$ cat config.mk
export PLATFORM = sky130hd
export DESIGN_NAME = imem_port_arbiter
export DESIGN_NICKNAME = d
export VERILOG_FILES = /design/src/rtl/imem_port_arbiter.sv
export SDC_FILE = /design/constraint.sdc
export NUM_CORES = 1
export LEC_CHECK = 0
export ABC_CLOCK_PERIOD_IN_PS = 3470
export BUFFER_PORTS_ARGS = -buffer_cell sky130_fd_sc_hd__buf_2
export CORE_UTILIZATION = 35
export CTS_CLUSTER_SIZE = 10
export DETAILED_ROUTE_END_ITERATION = 10
export PLACE_DENSITY = 0.7
export SKIP_CTS_REPAIR_TIMING = 1
export SLEW_MARGIN = 20
export SYNTH_ARGS = -nofsm -noshare
export SYNTH_HDL_FRONTEND = slang
export SYNTH_SLANG_ARGS = --single-unit
$ cat constraint.sdc
create_clock -name clk -period 3.47 [get_ports clk]
set_input_delay 0.694 -clock clk [delete_from_list [all_inputs] [get_ports clk]]
set_output_delay 0.694 -clock clk [all_outputs]
set_load 0.01 [all_outputs]
$ cat src/rtl/imem_port_arbiter.sv
// ---------------------------------------------------------------------------
// imem_port_arbiter
//
// Shares the single port of a synchronous, byte-addressed instruction memory
// between the CPU fetch stage (word reads) and the program loader (word
// writes). Round-robin arbitration, alignment/range checking, and in-order
// read-response tracking through a RD_LATENCY-deep tag pipeline.
//
// Handshake (both requesters): a request is accepted in the cycle its gnt is
// high; gnt is combinational from req and the arbitration state. The
// requester holds req/addr/data stable until it sees gnt and may deassert or
// change them in the following cycle. Fetch responses have no backpressure.
//
// Ports:
//   clk, rst                 clock, synchronous active-high reset
//   f_req, f_addr            fetch read request and byte address
//   f_gnt                    fetch request accepted this cycle
//   f_rvalid, f_rdata        fetch response (little-endian word)
//   f_fault                  response is a misaligned/out-of-range fault
//   l_req, l_addr, l_wdata   loader write request, byte address, data
//   l_gnt                    loader request accepted this cycle
//   l_err                    pulse: previous accepted write was dropped
//   m_en, m_we               memory strobe and write enable
//   m_addr, m_wdata          memory word-aligned byte address, write data
//   m_rdata                  memory read data, RD_LATENCY after read strobe
//
// RD_LATENCY must be in 1..4.
// ---------------------------------------------------------------------------
module imem_port_arbiter #(
    parameter int unsigned MEMORY_SIZE = 8196,
    parameter int unsigned RD_LATENCY  = 1
) (
    input  logic        clk,
    input  logic        rst,
    input  logic        f_req,
    input  logic [31:0] f_addr,
    output logic        f_gnt,
    output logic        f_rvalid,
    output logic [31:0] f_rdata,
    output logic        f_fault,
    input  logic        l_req,
    input  logic [31:0] l_addr,
    input  logic [31:0] l_wdata,
    output logic        l_gnt,
    output logic        l_err,
    output logic        m_en,
    output logic        m_we,
    output logic [31:0] m_addr,
    output logic [31:0] m_wdata,
    input  logic [31:0] m_rdata
);

    localparam logic [32:0] MEM_LIMIT = 33'(MEMORY_SIZE);

    // 0: fetch was granted last, 1: loader was granted last
    logic                  last_grant;
    logic                  f_legal;
    logic                  l_legal;
    logic                  f_access;
    logic                  l_access;
    logic [31:0]           addr_q;
    logic [31:0]           wdata_q;
    // Tag pipeline: one slot per cycle of read latency. Stage 0 is written
    // on the grant edge, so the last stage is visible RD_LATENCY cycles
    // after the grant cycle, matching the memory's read data.
    logic [RD_LATENCY-1:0] tag_valid;
    logic [RD_LATENCY-1:0] tag_fault;

    always_comb begin
        // 33-bit sum so addr+3 cannot wrap for addresses near 2^32
        f_legal = (f_addr[1:0] == 2'b00) && (({1'b0, f_addr} + 33'd3) < MEM_LIMIT);
        l_legal = (l_addr[1:0] == 2'b00) && (({1'b0, l_addr} + 33'd3) < MEM_LIMIT);

        f_gnt = 1'b0;
        l_gnt = 1'b0;
        if (!rst) begin
            if (f_req && (!l_req || last_grant)) begin
                f_gnt = 1'b1;
            end else if (l_req) begin
                l_gnt = 1'b1;
            end
        end

        f_access = f_gnt && f_legal;
        l_access = l_gnt && l_legal;

        m_en    = f_access || l_access;
        m_we    = l_access;
        // Address/data hold their last driven values when no access is made
        m_addr  = addr_q;
        m_wdata = wdata_q;
        if (f_access) begin
            m_addr = f_addr;
        end else if (l_access) begin
            m_addr  = l_addr;
            m_wdata = l_wdata;
        end
    end

    always_ff @(posedge clk) begin
        if (rst) begin
            last_grant <= 1'b1;
            addr_q     <= '0;
            wdata_q    <= '0;
            l_err      <= 1'b0;
            tag_valid  <= '0;
            tag_fault  <= '0;
        end else begin
            if (f_gnt) begin
                last_grant <= 1'b0;
            end else if (l_gnt) begin
                last_grant <= 1'b1;
            end

            if (m_en) begin
                addr_q <= m_addr;
            end
            if (l_access) begin
                wdata_q <= l_wdata;
            end

            l_err <= l_gnt && !l_legal;

            // Loader grants and idle cycles push an empty slot
            tag_valid[0] <= f_gnt;
            tag_fault[0] <= f_gnt && !f_legal;
            for (int i = 1; i < RD_LATENCY; i++) begin
                tag_valid[i] <= tag_valid[i-1];
                tag_fault[i] <= tag_fault[i-1];
            end
        end
    end

    // Gated by rst so that reads in flight when reset arrives never respond
    always_comb begin
        f_rvalid = !rst && tag_valid[RD_LATENCY-1];
        f_fault  = f_rvalid && tag_fault[RD_LATENCY-1];
        f_rdata  = (f_rvalid && !tag_fault[RD_LATENCY-1]) ? m_rdata : '0;
    end

endmodule

## Yosys cells after proc, flatten, opt, wreduce, memory -nomap -nowiden

Index checks and enable logic that the tools add are counted.
W data, S select, Z words.

| word-level totals | value |
|---|---|
| flip-flop bits (word level) | 68 |
| bits of input ports | 132 |
| output and inout bits | 103 |
| logic and storage cells | 42 |

| cells by class | value |
|---|---|
| $add $sub $neg | 2 |
| order comparisons | 2 |
| muxes and demuxes | 12 |
| reduce and logical (&&, ||, !) cells | 20 |

Operators with widths:

| operator | number |
|---|---|
| $mux W32 | 5 |
| $add A32 B2 Y33 const B | 2 |
| $lt A33 B14 Y1 const B | 2 |
| $logic_and A1 B1 Y1 | 10 |
| $mux W1 | 7 |
| $logic_not A1 Y1 | 5 |
| $logic_not A2 Y1 | 2 |
| $logic_or A1 B1 Y1 | 2 |
| $reduce_bool A2 Y1 | 1 |

## Logic depth before layout (Yosys ltp)

| logic depth | value |
|---|---|
| depth in word-level cells | 8 |
| mapped depth | 10 |
| gate-level depth less buffers | 8 |

## Least setup slack after synthesis

OpenSTA, ideal clock, no wires.

| timing path | value |
|---|---|
| path type | input port to output port |
| start point | input port l_addr[2] |
| end point | output port m_addr[10] |
| data arrival time | 2.982 ns |
| data required time | 2.776 ns |
| setup slack | -0.206 ns |
| stages | 9 |
| buffers on the path | 1 |
| path through | nand4_1 > nor4_2 > nand4_1 > a22oi_1 > nand4_1 > nor4_4 > nor2_1 > clkbuf_1 > a21o_1 |

| on the way | value |
|---|---|
| longest elaborated chain between the ends | 6 |

RTL lines:

| what | line | RTL |
|---|---|---|
| start, declared | 42 | `input logic [31:0] l_addr,` |
| $add A32 B2 Y33 | 72 | `l_legal = (l_addr[1:0] == 2'b00) && (({1'b0, l_addr} + 33'd3) < MEM_LIMIT);` |
| $lt A33 B14 Y1 | 72 |  |
| $logic_and A1 B1 Y1 | 72 |  |
| $logic_and A1 B1 Y1 | 85 | `l_access = l_gnt && l_legal;` |
| $mux W32 | 94 | `end else if (l_access) begin` |
| $mux W32 | 92 | `if (f_access) begin` |
| end, declared | 48 | `output logic [31:0] m_addr,` |

Every way passes these cells.

## Worst setup path after layout

| timing path | value |
|---|---|
| start point | input port l_addr[1] |
| end point | output port m_wdata[30] |

| on the way | value |
|---|---|
| longest elaborated chain between the ends | 6 |
| elaborated cells on any way between the ends | 7 |
| those cells by class | add/sub (1); order compare (1); mux (2); reduce/logical (3) |

RTL lines:

| what | line | RTL |
|---|---|---|
| $add A32 B2 Y33 | 72 |  |
| $lt A33 B14 Y1 | 72 |  |
| $logic_and A1 B1 Y1 * | 72 |  |
| $logic_and A1 B1 Y1 * | 85 |  |
| $mux W32 * | 94 |  |
| $mux W32 * | 92 |  |
| end, declared | 49 | `output logic [31:0] m_wdata,` |

Every way passes the cells marked *; elsewhere a longest branch is shown, timed or not.

==> impl_metrics.toml <==
[synth]
yosysUniqueCellTypes = 53
yosys-top-cells-count = "and2_1 (74), dfxtp_1 (68), nor2b_1 (36)"
async_flop_share_pct = 0
synth_edf_count = 0
synth_top_family_by_area = "simple AND/OR/NAND/NOR gates"
yosysTopAreaCell = "dfxtp_1"
synth_adder_area_share_pct = 0
synth_warnings = 0
synthFlopType = "dfxtp_1"
synth.top_cell.area_share_pct = 36.1
synth_compound_area_share_pct = 15.2
yosys.area_share.simple_pct = 34.6
syn-cell-area_um2 = 3770
synth_xor_area_share_pct = 0.929
ys_seq_area_share_pct = 36.1
synthCells = 418
ys_ff_latch = 68
synth.mux.area_fraction_pct = 9.82
synth.avg_cell_area_um2 = 9.02
synthTopCellsByArea = "dfxtp_1 (36%), and2_1 (12%), mux2_2 (8.4%), nor2b_1 (6.0%), a21o_1 (5.0%)"
syn-num-nets = 550
synth.most_common_cell = "and2_1"

[sta]
finalHoldViolations = 0
worst_slew_pin_slew_ns = 0.427
fin_ws_ns = -0.519
finalCriticalPeriod_ns = 3.99
min_period_over_period_pct = 115
fmax_ghz = 0.251
rsz0062_at_grt = "yes"
hold-worst-slack_ns = 0.456
finClkSkew_ns = 0.00846
drv_slew = 0
slew_headroom_pct = 71.4
setup_viol = 66

[grt]
grt_pass1_wl_um = 20400
first_global_vias = 4315
antenna_found_initial = 0
grt-ovfl-total = 0
grt_max_degree = 34
track_usage_pct = 23.0

[final_layout]
area_growth_syn_to_layout_pct = 76.2
final_net_count = 883
fillers = 872
layout-drive-gt1-share_pct = 56.2
diodes = 0
final_util_pct = 64.1

[power]
p_int_uw = 1250
combPwrFrac_pct = 15.8
p_leak_uw = 0.00349
powerDensity_nw_per_um2 = 253
vdd_ir_drop_max_v = 0.000227
swShare_pct = 25.9
p_sw_uw = 435
power_frac_clock_pct = 37.6
power_frac_seq_pct = 46.6

[worst_setup_path]
critPathKind = "in -> out"
end_kind = "primary output"
critPathLaunchType = "primary input"
crit_fanout = 7
worstPathRequired_ns = 2.78
arrival_ns = 3.29

[job]
max_cap_viol_count = 0

[drt]
vias = 4550
drt_pass1_iterations = 5
viasPerCell = 5.11
avgRoutedWirePerCell_um = 16.1
first_iter_violations = 184
ant_nets = 0
drc = 0
wl_um = 14400

[hold_path]
hold_path_class = "reg -> reg"

[clocking]
root_buffer = "clkbuf_8"
clk_latency_ns = 0.33
clock_sinks = 68
clockBufferDepth = 2
cts-htree-levels = 3
cts_tree = "yes"
cts_buffers = 9
path_clk_slew_ns = 0.07

[die]
die_w_um = 106
core_area_um2 = 10400
die-area_um2 = 11200
die_h_um = 106
io_pins = 235
start_util_pct = 36.4
row_count = 37

[placed_design]
numPortBuffers = 234
dp_hpwl_um = 10500
gp_congestion = 0.936

[outcome]
outcome = "complete, but fails checks"
violations = "negative setup slack"
[placed cells by master, fill, tap and decap left out, types with 5 or more instances in the layout]
cell type / n
buf_2: 196
buf_4: 95
and2_1: 68
dfxtp_1: 68
buf_6: 45
nor2b_1: 36
mux2_4: 30
a21o_1: 25
nand3_1: 20
nand2_1: 13
nand4_1: 12
nor2_1: 9
clkbuf_8: 9
nor3_1: 8
a22o_4: 7
o211ai_1: 6
inv_1: 6
and2_4: 6
a22o_1: 5
[worst max-delay path: stages]
cell,delay [ns]
buf_2,0.13
buf_4,0.14
o211ai_1,0.30
nor4_4,0.05
buf_4,0.15
a31o_2,0.24
a22oi_2,0.14
nand4_1,0.21
nor4_4,0.39
buf_6,0.22
buf_4,0.14
mux2_2,0.34
buf_2,0.14
[path summary, 6_finish.rpt]
check | from | to | slack, ns | depth (start not counted)
min | addr_q[21] | addr_q[21] | 0.46 | 1
max | l_addr[1] | m_wdata[30] | -0.52 | 13
min reg2reg | addr_q[21] | addr_q[21] | 0.46 | 1
max reg2reg | last_grant | addr_q[7] | 1.35 | 9
[sequential cells by signal (all words and copies together) (netlist names)]
| register | count |
|---|---|
| tag_fault | 1 |
| wdata_q | 32 |
| l_err | 1 |
| last_grant | 1 |
| tag_valid | 1 |
| addr_q | 32 |
[stage by stage]
| step | setup slack (ns) | power [uW] | area (um^2) | instances | setup TNS, ns |
|---|---|---|---|---|---|
| 2_1_floorplan | -0.111 | 869 | 3870 | 418 | -5.52 |
| 3_3_place_gp | -0.550 | 1050 | 5790 | 855 | -32.38 |
| 3_5_place_dp | -0.644 | 1050 | 5790 | 855 | -39.15 |
| 4_1_cts | -0.661 | 1690 | 5980 | 870 | -39.29 |
| 5_1_grt | -0.591 | 1760 | 6650 | 891 | -31.88 |
| 6_report | -0.519 | 1680 | 6650 | 891 | -26.84 |
[kinds of logic after synthesis]
kind of cell / Yosys count
muxes: 33
and+or+nand+nor: 212
xor gates and xnor gates: 4
DFF: 68
buffers and inverters: 27
AOI/OAI and AO/OA: 74
[layer usage]
metal | share of wire, % | GRT usage (%) | up-vias | routed length, um
met4 | 1.4 | 8.04 | 0 | 199
met2 | 52 | 43.1 | 230 | 7520
met5 | 0 | 0 | - | 0
met1 | 39 | 25.2 | 2124 | 5630
met3 | 6.9 | 5.01 | 20 | 997
li1 | - | - | 2176 | -
[cell type report]
| type | count | area, um^2 | share of cell area, % |
|---|---|---|---|
| clock buffer | 9 | 124 | 1.86 |
| clock inverter | 6 | 66.3 | 0.998 |
| inverter | 6 | 22.5 | 0.339 |
| multi-input combinational | 325 | 2600 | 39.1 |
| sequential | 68 | 1360 | 20.5 |
| tap | 136 | 170 | 2.56 |
| timing repair buffer | 341 | 2310 | 34.7 |
[power by group through the flow]
| stage | Sequential [uW] | Combinational (uW) | Clock (uW) |
|---|---|---|---|
| after floorplan | 802 | 66.8 | 0 |
| after global placement | 802 | 244 | 0 |
| after detailed placement | 802 | 249 | 0 |
| after CTS | 783 | 250 | 655 |
| after global routing | 784 | 285 | 694 |
| final | 784 | 265 | 633 |
Note: power is estimated with default switching activity, not from simulation.
